==> src/rtl/display_pkg.sv <==
// Shared types and segment constants for the BCD score display.
// Segments are active-low, bit order a..g = bits 0..6.
package display_pkg;

    typedef logic [3:0] bcd_t;
    typedef logic [6:0] seg_t;

    localparam seg_t SEG_BLANK = 7'h7F;

    localparam seg_t SEG_CODES [0:9] = '{
        7'b1000000,  // 0
        7'b1111001,  // 1
        7'b0100100,  // 2
        7'b0110000,  // 3
        7'b0011001,  // 4
        7'b0010010,  // 5
        7'b0000010,  // 6
        7'b1111000,  // 7
        7'b0000000,  // 8
        7'b0011000   // 9
    };

endpackage

==> src/rtl/seg7_digit.sv <==
// One BCD digit to active-low 7-segment pattern; blank (or a non-decimal
// code) drives all segments off.
module seg7_digit
    import display_pkg::*;
(
    input  bcd_t digit,
    input  logic blank,
    output seg_t seg
);

    always_comb begin
        seg = SEG_BLANK;
        if (!blank && digit <= 4'd9) seg = SEG_CODES[digit];
    end

endmodule

==> src/rtl/bcd_score_display.sv <==
// N-digit saturating BCD score counter with registered 7-segment output,
// leading-zero blanking and tick-driven blink.
module bcd_score_display
    import display_pkg::*;
#(
    parameter int DIGITS   = 4,
    parameter int TICK_DIV = 2000000,
    parameter int LZ_BLANK = 1
) (
    input  logic                  clock,
    input  logic                  reset,
    input  logic                  clear,
    input  logic                  add_valid,
    input  logic [3:0]            add_value,
    input  logic                  blink_en,
    output logic [4*DIGITS-1:0]   score_bcd,
    output logic [7*DIGITS-1:0]   display,
    output logic                  overflow,
    output logic                  tick
);

    localparam int CW = $clog2(TICK_DIV);

    function automatic logic [7*DIGITS-1:0] reset_display();
        logic [7*DIGITS-1:0] r;
        for (int k = 0; k < DIGITS; k++)
            r[7*k +: 7] = (LZ_BLANK != 0 && k > 0) ? SEG_BLANK : SEG_CODES[0];
        return r;
    endfunction

    localparam logic [7*DIGITS-1:0] RST_DISPLAY = reset_display();

    // ---------------- tick counter ----------------
    logic [CW-1:0] cnt;
    logic          wrap;
    logic          phase;

    assign wrap = (cnt == CW'(TICK_DIV - 1));

    always_ff @(posedge clock or posedge reset) begin
        if (reset) begin
            cnt   <= '0;
            tick  <= 1'b0;
            phase <= 1'b0;
        end else begin
            cnt   <= wrap ? '0 : cnt + 1'b1;
            tick  <= wrap;
            // Phase flips on the same edge that raises tick.
            phase <= blink_en ? (phase ^ wrap) : 1'b0;
        end
    end

    // ---------------- decimal ripple add ----------------
    logic [4*DIGITS-1:0] sum_bcd;
    logic [4:0]          carry;
    logic [4:0]          dsum;

    always_comb begin
        sum_bcd = '0;
        dsum    = '0;
        carry   = (add_value > 4'd9) ? 5'd9 : {1'b0, add_value};
        for (int k = 0; k < DIGITS; k++) begin
            dsum = {1'b0, score_bcd[4*k +: 4]} + carry;
            if (dsum > 5'd9) begin
                sum_bcd[4*k +: 4] = 4'(dsum - 5'd10);
                carry             = 5'd1;
            end else begin
                sum_bcd[4*k +: 4] = dsum[3:0];
                carry             = 5'd0;
            end
        end
    end

    always_ff @(posedge clock or posedge reset) begin
        if (reset) begin
            score_bcd <= '0;
            overflow  <= 1'b0;
        end else if (clear) begin
            score_bcd <= '0;
            overflow  <= 1'b0;
        end else if (add_valid) begin
            if (carry[0]) begin
                score_bcd <= {DIGITS{4'h9}};
                overflow  <= 1'b1;
            end else begin
                score_bcd <= sum_bcd;
            end
        end
    end

    // ---------------- display ----------------
    logic [DIGITS-1:0]   blank;
    logic                hi_zero;
    logic [7*DIGITS-1:0] seg_next;

    // hi_zero tracks "this digit and all above are zero", scanning from the top.
    always_comb begin
        hi_zero = 1'b1;
        blank   = '0;
        for (int k = DIGITS - 1; k >= 0; k--) begin
            hi_zero  = hi_zero & (score_bcd[4*k +: 4] == 4'd0);
            blank[k] = phase | ((LZ_BLANK != 0) && (k != 0) && hi_zero);
        end
    end

    for (genvar k = 0; k < DIGITS; k++) begin : g_digit
        seg7_digit u_digit (
            .digit (score_bcd[4*k +: 4]),
            .blank (blank[k]),
            .seg   (seg_next[7*k +: 7])
        );
    end

    always_ff @(posedge clock or posedge reset) begin
        if (reset) display <= RST_DISPLAY;
        else       display <= seg_next;
    end

endmodule

==> config.mk <==
export PLATFORM = sky130hd
export DESIGN_NAME = bcd_score_display
export DESIGN_NICKNAME = d
export VERILOG_FILES = /design/src/rtl/display_pkg.sv /design/src/rtl/seg7_digit.sv /design/src/rtl/bcd_score_display.sv
export SDC_FILE = /design/constraint.sdc
export NUM_CORES = 1
export LEC_CHECK = 0
export ABC_AREA = 1
export CAP_MARGIN = 20
export CORE_MARGIN = 8
export CORE_UTILIZATION = 40
export CTS_CLUSTER_SIZE = 40
export DETAILED_ROUTE_END_ITERATION = 10
export GPL_ROUTABILITY_DRIVEN = 0
export PLACE_DENSITY_LB_ADDON = 0.1
export SYNTH_ARGS = -nofsm -noshare
export SYNTH_HDL_FRONTEND = slang
export SYNTH_SLANG_ARGS = --single-unit
==> constraint.sdc <==
create_clock -name clock -period 5.2 [get_ports clock]
set_input_delay 1.56 -clock clock [delete_from_list [all_inputs] [get_ports clock]]
set_output_delay 1.56 -clock clock [all_outputs]
set_load 0.05 [all_outputs]
==> metrics <==
status finished clean; Synthesis Warnings 0; Syn Nets 534; Cells after Synth 491; Nets between 600 and 700; core area 0.0101 mm2; DR vias around 3500; total CTS buffers 9; Critical Path RT 5.48 ns; Hold Slack 0.514 ns; Starting Density 40.4%; first-pass GRT wire length 16.9 mm; standard-cell row count 37; post-route minimum period around 5.0 ns; PnR worst setup slack 0.159 ns; worst hold path type register to register; Lkg Pwr roughly 0.0024 uW; Die Span Y ~120 um; Routed WL 9.92 mm; worst vdd ir 0.192 mV; Sequential Area 0.00173 mm2; Finish-stage setup viols 0; Top FF cell, synth dfrtp_1; pwr/cell area 311 mW/mm2; largest area contributor in the netlist dfrtp_1; Setup crit start add_value[1]; Reg clk slew, reported paths 0.08 ns; H-Tree Depth 3; die area about 0.014 mm2; Mapped Area 0.00408 mm2; Worst Setup End Kind register; Final Instance Area 0.00543 mm2; Slew HR 53.5%; vias in the first global route 3552; IO Port Bufs 54; crit path kind primary input to register; Post-DP Area 0.00501 mm2; Cell variety after synth 40; max cap viols 0; Worst EP arrival roughly 5.3 ns; Clk pwr share 29.1%; Flop pwr share 37.4%; dpl cells 695; vias per cell 4.86; number of synthesized flops with an enable pin 0; diode count 0; Max Buffers Root-to-Sink 2; initial antenna violation count 0; CTS Sinks a little under 70; hold_sp cnt[4]; post-synth top area share between 20% and 30%; post-synthesis sequential area ratio 42.4%; final setup skew 0.00973 ns; GRT Residual Overflow 0; DP Wirelength about 7.3 mm; Tightest Pin Transition 0.697 ns; NetSw 620 uW; Hold Vio Cnt, Final 0; Clock Tree Root clkbuf_8; FF+latch count, synth approximately 70; syn avg cell area 8.30 um2; crit-path max FO 7; Final ANT Viol Nets 0; Fillers a little under 1000; layout cells sized above 1 approximately a quarter; Tcrit/Tclk final between 90 and 100%; IO Pins 55; unrepaired setup endpoints after global routing yes; fmax 0.198 GHz; multi-input logic area 0.00229 mm2; CP peak stage delay 0.54 ns; hold buffer count at CTS 0; Avg WL per Cell 13.8 um; Gate power share 33.5%; setup TNS 0 ns; DR pass1 iterations 5; clk_lat worst skew 0.35 ns; largest cells by area after synthesis dfrtp_1 28%, dfstp_2 14%, nand2_1 11%; Die Span X 117 um; most used cell, CP nand2_2; Post-synth ARST share 100%; DR DRC count 0; origin of the critical flop-to-flop path score_bcd[1]; Power Internal 1070 uW; TritonCTS clock tree built; Total GRT Usage between 15 and 20%; Setup WS pre-CTS -0.681 ns; largest net degree at the start of global routing 38; Slew Viols, Final 0; CP startpoint kind primary input; drt initial violations roughly 110; Slowest-stage cell, CP fa_2; area delta synth->final 33.2%; Net Sw Frac 36.8%; filler-free cell count of the finished design 718
==> registers in the layout, summed over array words and instances (netlist names) <==
register / count
overflow: 1
cnt: 21
tick: 1
score_bcd: 16
display: 28
phase: 1
==> what timing repair did <==
| action | 4_1_cts | 5_1_grt |
|---|---|---|
| setup endpoints to repair | 16 | 17 |
| gates cloned | 0 | 0 |
| buffers inserted | 6 | 1 |
| resized for setup | 10 | 46 |
| pin swaps | 8 | 20 |
==> power groups by stage <==
stage / clock (uW) / sequential, uW / combinational [uW]
after detailed placement: 0 / 641 / 551
final: 490 / 631 / 566
after global placement: 0 / 640 / 548
after global routing: 531 / 638 / 614
after floorplan: 0 / 824 / 188
after CTS: 508 / 632 / 558
==> cells in the final DEF, fill, tap and decap left out, types with 7 or more instances in the layout <==
cell type          n
nand3_1           41
nor2_1            34
nand2_2           18
xor2_1            10
nand2_1          106
a21oi_1            7
ha_1              26
buf_4             22
clkdlybuf4s50_1   50
clkbuf_8           9
o21ai_1           10
dfrtp_1           46
nor2_2             7
inv_2             14
dfstp_2           22
nand4_1            8
nand3_2            7
o21ai_0           25
inv_1             51
==> cells in the mapped netlist, drive strengths merged, types with 2 or more instances <==
master and number:
xor2 11, nor4 4, o21ai 38, ha 33, buf 3, xnor2 5, o2111ai 2, o221ai 3
dfrtp 46, nand2 127, inv 68, nor3 4, dfstp 22, nand3 50, nand4 9, o211ai 3
nor2 46, nand3b 2, a21oi 8
==> through the flow <==
stage / util, % / total power [uW]
after detailed placement: 49.6 / 1190
after floorplan: - / 1010
after CTS: 52.6 / 1700
after global placement: 49.6 / 1190
final: 53.8 / 1690
after global routing: 53.8 / 1780
==> metal layers <==
layer  routed length (um)  up-vias  global-route usage (%)  share of wire, %
met1                 4530     1653                    20.0                46
met2                 4730       63                    25.4                48
met5                    0        -                       0                 0
li1                     -     1762                       -                 -
met3                  501       13                    3.85               5.1
met4                  153        0                    4.95               1.5
==> cell families after synthesis <==
group / Yosys count / share of synthesized area (%)
adders and majority gates: 34 / 10.6
xor gates and xnor gates: 16 / 3.80
and+or+nand+nor: 243 / 28.2
DFF: 68 / 42.4
buffers and inverters: 73 / 7.18
AOI/OAI and AO/OA: 57 / 7.79
==> critical path: cells and delay by family <==
kind	cells	cell delay [ns]
XOR/XNOR	2	0.33
adder cells (fa/ha/maj)	8	1.72
AND/OR/NAND/NOR	18	1.43
buffers and inverters	3	0.23
AO/OA/AOI/OAI	1	0.05
==> path summary, 6_finish.rpt <==
check                                to  slack [ns]  cells past startpoint
min                              cnt[4]        0.51                      1
max in group asynchronous    display[6]        2.59                      3
max                        score_bcd[1]        0.16                     32
min reg2reg                      cnt[4]        0.51                      1
min in group asynchronous  score_bcd[9]        1.65                      2
max reg2reg                score_bcd[1]        1.02                     28
==> layout make-up <==
type / instances / share of cell area, %
inverter: 69 / 5.02
clock buffer: 9 / 2.28
tap: 136 / 3.13
sequential: 68 / 31.8
clock inverter: 7 / 1.84
multi-input combinational: 350 / 42.1
timing repair buffer: 79 / 13.8
(Power assumes the default switching activity.)
